File: src/rtl/sha256_bist_driver.sv
// sha256_bist_driver
// Self-test sequencer for sha256_core. Pseudo-random 512-bit blocks come from a
// 32-bit Galois LFSR. The core is driven through NUM_TESTS messages of
// BLOCKS_PER_TEST blocks each. The final digest of each message is folded into
// a 256-bit MISR signature.
// Optional build macro: SHA256_BIST_MODE_SWEEP_EN alternates core_mode between
// MODE and !MODE on successive messages. When the macro is undefined, core_mode
// stays at MODE.
module sha256_bist_driver #(
    parameter int unsigned  NUM_TESTS       = 3,
    parameter int unsigned  BLOCKS_PER_TEST = 1,
    parameter logic [31:0]  LFSR_SEED       = 32'h0000_0001,
    parameter int unsigned  TIMEOUT_CYCLES  = 200,
    parameter logic         MODE            = 1'b1,
    parameter logic [255:0] EXPECTED_SIG    = 256'h0,
    parameter logic         CHECK_SIG       = 1'b1
) (
    input  logic         clk,
    input  logic         reset,
    input  logic         start,
    output logic         busy,
    output logic         done,
    output logic         pass,
    output logic         err_timeout,
    output logic         err_invalid,
    output logic [15:0]  test_count,
    output logic [255:0] signature,
    output logic         core_init,
    output logic         core_next,
    output logic         core_mode,
    output logic [511:0] core_block,
    input  logic         core_ready,
    input  logic [255:0] core_digest,
    input  logic         core_digest_valid
);

    localparam logic [2:0] S_IDLE      = 3'd0;
    localparam logic [2:0] S_FILL      = 3'd1;
    localparam logic [2:0] S_ISSUE     = 3'd2;
    localparam logic [2:0] S_WAIT_ACK  = 3'd3;
    localparam logic [2:0] S_WAIT_DONE = 3'd4;
    localparam logic [2:0] S_DONE      = 3'd5;

    logic [2:0]  state;
    logic [31:0] lfsr;
    logic [31:0] lfsr_next;
    logic [3:0]  fill_cnt;
    logic [31:0] blk_idx;
    logic [31:0] timer;
    logic        last_block;
    logic        more_tests;
    logic        timed_out;

    assign lfsr_next  = {1'b0, lfsr[31:1]} ^ (lfsr[0] ? 32'hA300_0000 : 32'h0);
    assign last_block = (blk_idx == BLOCKS_PER_TEST - 1);
    assign more_tests = ({16'h0, test_count} + 32'd1) < NUM_TESTS;
    assign timed_out  = (timer >= TIMEOUT_CYCLES);

    assign busy      = (state != S_IDLE) && (state != S_DONE);
    assign done      = (state == S_DONE);
    assign core_init = (state == S_ISSUE) && (blk_idx == 32'd0);
    assign core_next = (state == S_ISSUE) && (blk_idx != 32'd0);
    assign pass      = done && !err_timeout && !err_invalid &&
                       (!CHECK_SIG || (signature == EXPECTED_SIG));

`ifdef SHA256_BIST_MODE_SWEEP_EN
    // test_count only moves between messages, so the mode holds for a whole message
    assign core_mode = MODE ^ test_count[0];
`else
    assign core_mode = MODE;
`endif

    // Run sequencer: block fill, issue, core handshake, timeout and signature fold
    always_ff @(posedge clk or posedge reset) begin
        if (reset) begin
            state       <= S_IDLE;
            lfsr        <= '0;
            fill_cnt    <= '0;
            blk_idx     <= '0;
            timer       <= '0;
            core_block  <= '0;
            signature   <= '0;
            test_count  <= '0;
            err_timeout <= 1'b0;
            err_invalid <= 1'b0;
        end else begin
            // NOTE: non-blocking assignments make every register here sample pre-edge values
            case (state)
                S_IDLE, S_DONE: begin
                    if (start) begin
                        state       <= S_FILL;
                        lfsr        <= LFSR_SEED;
                        fill_cnt    <= '0;
                        blk_idx     <= '0;
                        signature   <= '0;
                        test_count  <= '0;
                        err_timeout <= 1'b0;
                        err_invalid <= 1'b0;
                    end
                end
                S_FILL: begin
                    lfsr       <= lfsr_next;
                    core_block <= {core_block[479:0], lfsr_next};
                    fill_cnt   <= fill_cnt + 4'd1;
                    if (fill_cnt == 4'd15) state <= S_ISSUE;
                end
                S_ISSUE: begin
                    timer <= 32'd1;
                    state <= S_WAIT_ACK;
                end
                S_WAIT_ACK: begin
                    if (!core_ready) begin
                        timer <= timer + 32'd1;
                        state <= S_WAIT_DONE;
                    end else if (timed_out) begin
                        err_timeout <= 1'b1;
                        state       <= S_DONE;
                    end else begin
                        timer <= timer + 32'd1;
                    end
                end
                S_WAIT_DONE: begin
                    if (core_ready) begin
                        if (!core_digest_valid) begin
                            err_invalid <= 1'b1;
                            state       <= S_DONE;
                        end else if (!last_block) begin
                            blk_idx <= blk_idx + 32'd1;
                            state   <= S_FILL;
                        end else begin
                            signature  <= {signature[254:0], signature[255]} ^ core_digest;
                            test_count <= test_count + 16'd1;
                            blk_idx    <= '0;
                            state      <= more_tests ? S_FILL : S_DONE;
                        end
                    end else if (timed_out) begin
                        err_timeout <= 1'b1;
                        state       <= S_DONE;
                    end else begin
                        timer <= timer + 32'd1;
                    end
                end
                default: state <= S_IDLE;
            endcase
        end
    end

endmodule

File: config.mk
export PLATFORM = sky130hd
export DESIGN_NAME = sha256_bist_driver
export DESIGN_NICKNAME = d
export VERILOG_FILES = /design/src/rtl/sha256_bist_driver.sv
export SDC_FILE = /design/constraint.sdc
export NUM_CORES = 2
export LEC_CHECK = 0
export ABC_CLOCK_PERIOD_IN_PS = 72400
export BUFFER_PORTS_ARGS = -buffer_cell sky130_fd_sc_hd__buf_2
export CAP_MARGIN = 0
export CORE_AREA = 2 2 410 412
export CTS_BUF_LIST = sky130_fd_sc_hd__clkbuf_4 sky130_fd_sc_hd__clkbuf_8
export CTS_CLUSTER_SIZE = 30
export DETAILED_ROUTE_END_ITERATION = 8
export DIE_AREA = 0 0 412 414
export SLEW_MARGIN = 20
export SYNTH_ARGS = -nofsm -noshare
export SYNTH_HDL_FRONTEND = slang
export SYNTH_SLANG_ARGS = --single-unit
File: constraint.sdc
create_clock -name clk -period 72.4 [get_ports clk]
set_clock_uncertainty 0.2 [all_clocks]
set_input_delay 14.48 -clock clk [delete_from_list [all_inputs] [get_ports clk]]
set_output_delay 14.48 -clock clk [all_outputs]
set_load 0.03 [all_outputs]
Word level (Yosys, flattened, before mapping). Index checks and enable logic that the tools add are counted.

Output and inout bits: 792. Bits in registers: 889. Word-level logic and storage cells: 100. Input port bits: 261.

Add/subtract/negate cells: 5. Bitwise gates (word level): 2. Reductions and logical operators: 25. $lt $le $gt $ge: 2. Mux-type cells: 41. Equality and inequality tests: 15.

Operators with widths (count): two-way mux 256 bit (4); one-hot mux 256 bit (2 select lines) (1); two-way mux 32 bit (9); logical NOT 256 bit (1); bitwise XOR 256 bit (1); one-hot mux 32 bit (2 select lines) (2); one-hot mux 32 bit (3 select lines) (1); adder 32 x 1 -> 32 bit (second input constant) (2); two-way mux 16 bit (4); greater-or-equal comparator 32 x 8 -> 1 bit (second input constant) (1); logical NOT 32 bit (1); one-hot mux 16 bit (2 select lines) (1); nonzero test 32 bit (1); bitwise XOR 31 x 32 -> 32 bit (1); two-way mux 3 bit (8); adder 16 x 1 -> 17 bit (second input constant) (1); less-than comparator 17 x 2 -> 1 bit (second input constant) (1); adder 16 x 1 -> 16 bit (second input constant) (1); != test 2 bit (second input constant) (8); one-hot mux 3 bit (5 select lines) (1); AND reduction 4 bit (3); nonzero test 3 bit (3); one-hot mux 4 bit (2 select lines) (1); == test 3 x 2 -> 1 bit (second input constant) (2); other kinds (16) (31).

Longest topological paths before layout.
Depth after elaboration: 7. Gate-level depth with buffers: 11. Mapped depth without buffers: 8.

Worst setup path before layout. No wires, ideal clock.

Kind: reg2out. Start: register signature[44]. End: output port pass. Data required time: 57.720 ns. Buffers on the path: 0. Arrival time: 2.327 ns. Slack: 55.393 ns. Stages on the path, launching flop included: 5. Cells stage by stage: dfrtp_1 or4_1 nor4_1 nand4_1 nor4_1.

Longest elaborated chain between the ends: 2.

Ends and longest elaborated chain: from (decl) (RTL line 27) `output logic [255:0] signature,`; from (signal assigned) (RTL line 131) `signature <= {signature[254:0], signature[255]} ^ core_digest;`; logical NOT 256 bit (RTL line 64) `(!CHECK_SIG || (signature == EXPECTED_SIG));`; logical AND 1 bit (RTL line 63) `assign pass = done && !err_timeout && !err_invalid &&`; to (decl) (RTL line 23) `output logic pass,`.

Every way passes these cells.

Worst setup path after layout.
Start: register signature[19]. End: output port pass.

Same word-level chain as after synthesis.

==> results.md <==
* Max Cap Viol at 0
* Post-Layout Cell Count at 7428
* Largest net degree at the start of global routing at 196
* Top FF cell, synth: dfrtp_1
* Status: finished, final reports clean
* CP Max Fanout at 4
* Die area at around 170000 µm²
* Placed Instances at 7126
* Ports at 1053
* Synth Area in Simple Gates at 24.1%
* Post-route setup slack at 53.38 ns
* Root Buffer: clkbuf_8
* Vias per inst at ~4.5
* Post-synthesis xor/xnor area fraction at between 6 and 7%
* Overflow after GRT at 0
* Slew headroom at a little over a fifth
* Fmax at 0.0526 GHz
* Commonest non-fill, non-tap cells in the layout: 1905 x nand2_1, 1051 x buf_2, 889 x dfrtp_1, 265 x xnor2_1, 204 x clkbuf_8
* Total number of vias at 33366
* Pre-antenna DRT Iters at 6
* Compound-Gate Fraction of Synth Area at 6.27%
* Worst setup SP type: flop
* DIE HEIGHT at 414 µm
* Syn. warnings at 0
* P_leak at roughly 26 nW
* DR iter-0 viols at about 3500
* ANT nets after route at 0
* Die W at 412 µm
* RSZ-0062 raised after global routing: false
* Num CTS Buffers at about 160
* Post-DP HPWL at 121000 µm
* CTS tree: built
* Total core area at 166000 µm²
* HP Class: flop to flop
* Worst Setup Path Type: flop to primary output
* WP data required at 57.72 ns
* First-pass GRT wire length at 230000 µm
* Main combinational cell family by area after synthesis: simple AND/OR/NAND/NOR gates
* GPL Wtd Cong at ~1.0
* P_sw at 1.03 mW
* Worst Path Arrival at approximately 4.3 ns
* Clock Path Buffers at 3
* Final hold violation count at 0
* Final net count at between 5000 and 6000
* GR Util All Layers at a little under a fifth
* Drt total wl at 161000 µm
* Post-CTS setup buffers at 0
* Fraction of layout cells with a size suffix above 1 at approximately a quarter
* CTS sink cnt at 889
* Syn Std Cell Area at 37100 µm²
* Int Pwr at 1.11 mW
* Multiplexer share of the synthesized area at less than 1%
* Number of synthesized register bits at 889
* Seq/Total Area, Yosys at 59.9%
* Worst VDD drop at 37.5 µV
* Synth async-reset ratio at 100%
* Htree depth at 4
* DR WL/cell at 21.7 µm
* # setup viols final at 0
* Hold buffers post-CTS at 0
* Vias in the first global route at 31823
* Critical Path End Type: primary output
* Final Cycle Share at 26.3%
* Dpl ws at 53.29 ns
* Post-cts sizing count at 0
* Final Util at 29.0%
* Reg power frac at 36.0%
* Worst-Margin Slew at 1.17 ns
* Pwr dens at 44.4 nW/µm²
* Final min period at between 15 and 20 ns
* Antenna violations before repair at 26
* Commonest non-fill, non-tap cell in the layout: nand2_1
* Detailed-route DRC error count at 0
* Setup TNS at 0 ns
* IO Port Bufs at 1051
* Clk_lat worst skew at 0.94 ns
* Synth Area in Adders at 0.202%
* Post-synthesis average cell area at 9.17 µm²
* FP Rows at 150
* Switching Share at 47.9%
* Unique masters post-synth at between 60 and 70
* Clock transition at path regs at 0.06 ns
* Clock power frac at between 20% and 30%
* Post-synthesis net count at 4316
* Mapped Cells at 4049
* Initial Utilization at 22.3%
* Combinational power share at about two fifths
* EDFF count, synth at 0
* Layout overhead on the synthesized area at 29.7%
* Slew Limit Fails at 0
-- cell families after synthesis --
| family | count (synthesis) |
|---|---|
| and+or+nand+nor | 2228 |
| DFF | 889 |
| AOI/OAI and AO/OA | 416 |
| xor gates and xnor gates | 291 |
| buffers and inverters | 217 |
| adders and majority gates | 6 |
| other | 1 |
| muxes | 1 |
-- synthesized netlist by cell type, types with 4 or more instances --
library cell | count | area [µm²]
buf_4 | 5 | 37.5
nand4_1 | 35 | 219
xor2_1 | 26 | 228
a41oi_1 | 8 | 70.1
ha_1 | 6 | 75.1
or3_1 | 5 | 31.3
o21ai_0 | 119 | 596
a31oi_1 | 21 | 131
buf_2 | 65 | 325
nor2b_1 | 4 | 25.0
nor4_1 | 87 | 544
xnor2_1 | 265 | 2320
nor2_1 | 81 | 304
clkbuf_1 | 128 | 480
inv_1 | 10 | 37.5
nand2_1 | 1906 | 7150
a21o_1 | 8 | 60.1
nand3_1 | 38 | 190
buf_6 | 5 | 56.3
and3_1 | 25 | 156
dfrtp_1 | 889 | 22200
and4_1 | 9 | 78.8
a21oi_1 | 33 | 165
o31ai_1 | 7 | 52.6
and2_1 | 9 | 56.3
nor3_1 | 12 | 60.1
o21ai_1 | 187 | 936
-- state kept, by name (all words and copies together), names as in the netlist --
name	flops
core_block	512
signature	256
blk_idx	32
lfsr	32
timer	32
test_count	16
fill_cnt	4
state	3
err_invalid	1
err_timeout	1
-- critical path, cell delays in order (launching register included) --
cell and delay [ns]:
dfrtp_1 0.42, nor4_1 0.71, nand4_1 0.16, nor4_1 1.01
nand4_1 0.45, nor4_1 0.41, buf_2 0.26
-- power groups by stage --
| stage | clock [mW] | sequential, mW | combinational [mW] |
|---|---|---|---|
| after global routing | 0.563 | 0.786 | 0.905 |
| after global placement | 0 | 0.768 | 0.843 |
| after detailed placement | 0 | 0.773 | 0.849 |
| final | 0.527 | 0.770 | 0.845 |
| after floorplan | 0 | 0.965 | 0.322 |
| after CTS | 0.541 | 0.767 | 0.851 |
-- per-layer routing --
layer | up-vias | wire (µm) | global-route usage, %
li1 | 15164 | - | -
met1 | 16614 | 69000 | 24.1
met2 | 1306 | 72600 | 27.8
met3 | 272 | 12700 | 5.29
met4 | 10 | 6640 | 7.81
met5 | - | 74 | 0
-- layout make-up --
type	count	area (µm²)
Tap cell	2204	2760
Inverter	11	48.8
Timing Repair Buffer	1080	5550
Antenna cell	18	45.0
Fill cell	17764	118000
Clock buffer	248	3140
Clock inverter	35	413
Multi-Input combinational cell	2943	14000
Sequential cell	889	22200
-- path summary, 6_finish.rpt --
| kind | from | cells past startpoint | slack [ns] | end |
|---|---|---|---|---|
| setup / recovery | signature[19]$_DFFE_PP0P_ | 6 | 53.38 | pass |
| hold / removal | core_block[432]$_DFFE_PP0P_ | 2 | 0.26 | core_block[464]$_DFFE_PP0P_ |
| setup reg to reg | state[1]$_DFFE_PP0P_ | 7 | 67.45 | signature[4]$_DFFE_PP0P_ |
| hold reg to reg | core_block[432]$_DFFE_PP0P_ | 2 | 0.26 | core_block[464]$_DFFE_PP0P_ |
| max in group asynchronous | reset | 6 | 54.39 | timer[10]$_DFFE_PP0P_ |
| min in group asynchronous | reset | 2 | 13.54 | core_block[506]$_DFFE_PP0P_ |
-- stage by stage --
stage / area (µm²) / hold slack, ns / power, mW
6_report: 48200 / 0.260 / 2.14
5_1_grt: 48100 / 0.292 / 2.25
4_1_cts: 48100 / 0.256 / 2.16
3_5_place_dp: 44500 / 0.257 / 1.62
3_3_place_gp: 44500 / 0.253 / 1.61
2_1_floorplan: 37100 / 0.246 / 1.29
No activity file was read; power rests on OpenSTA's default activity.
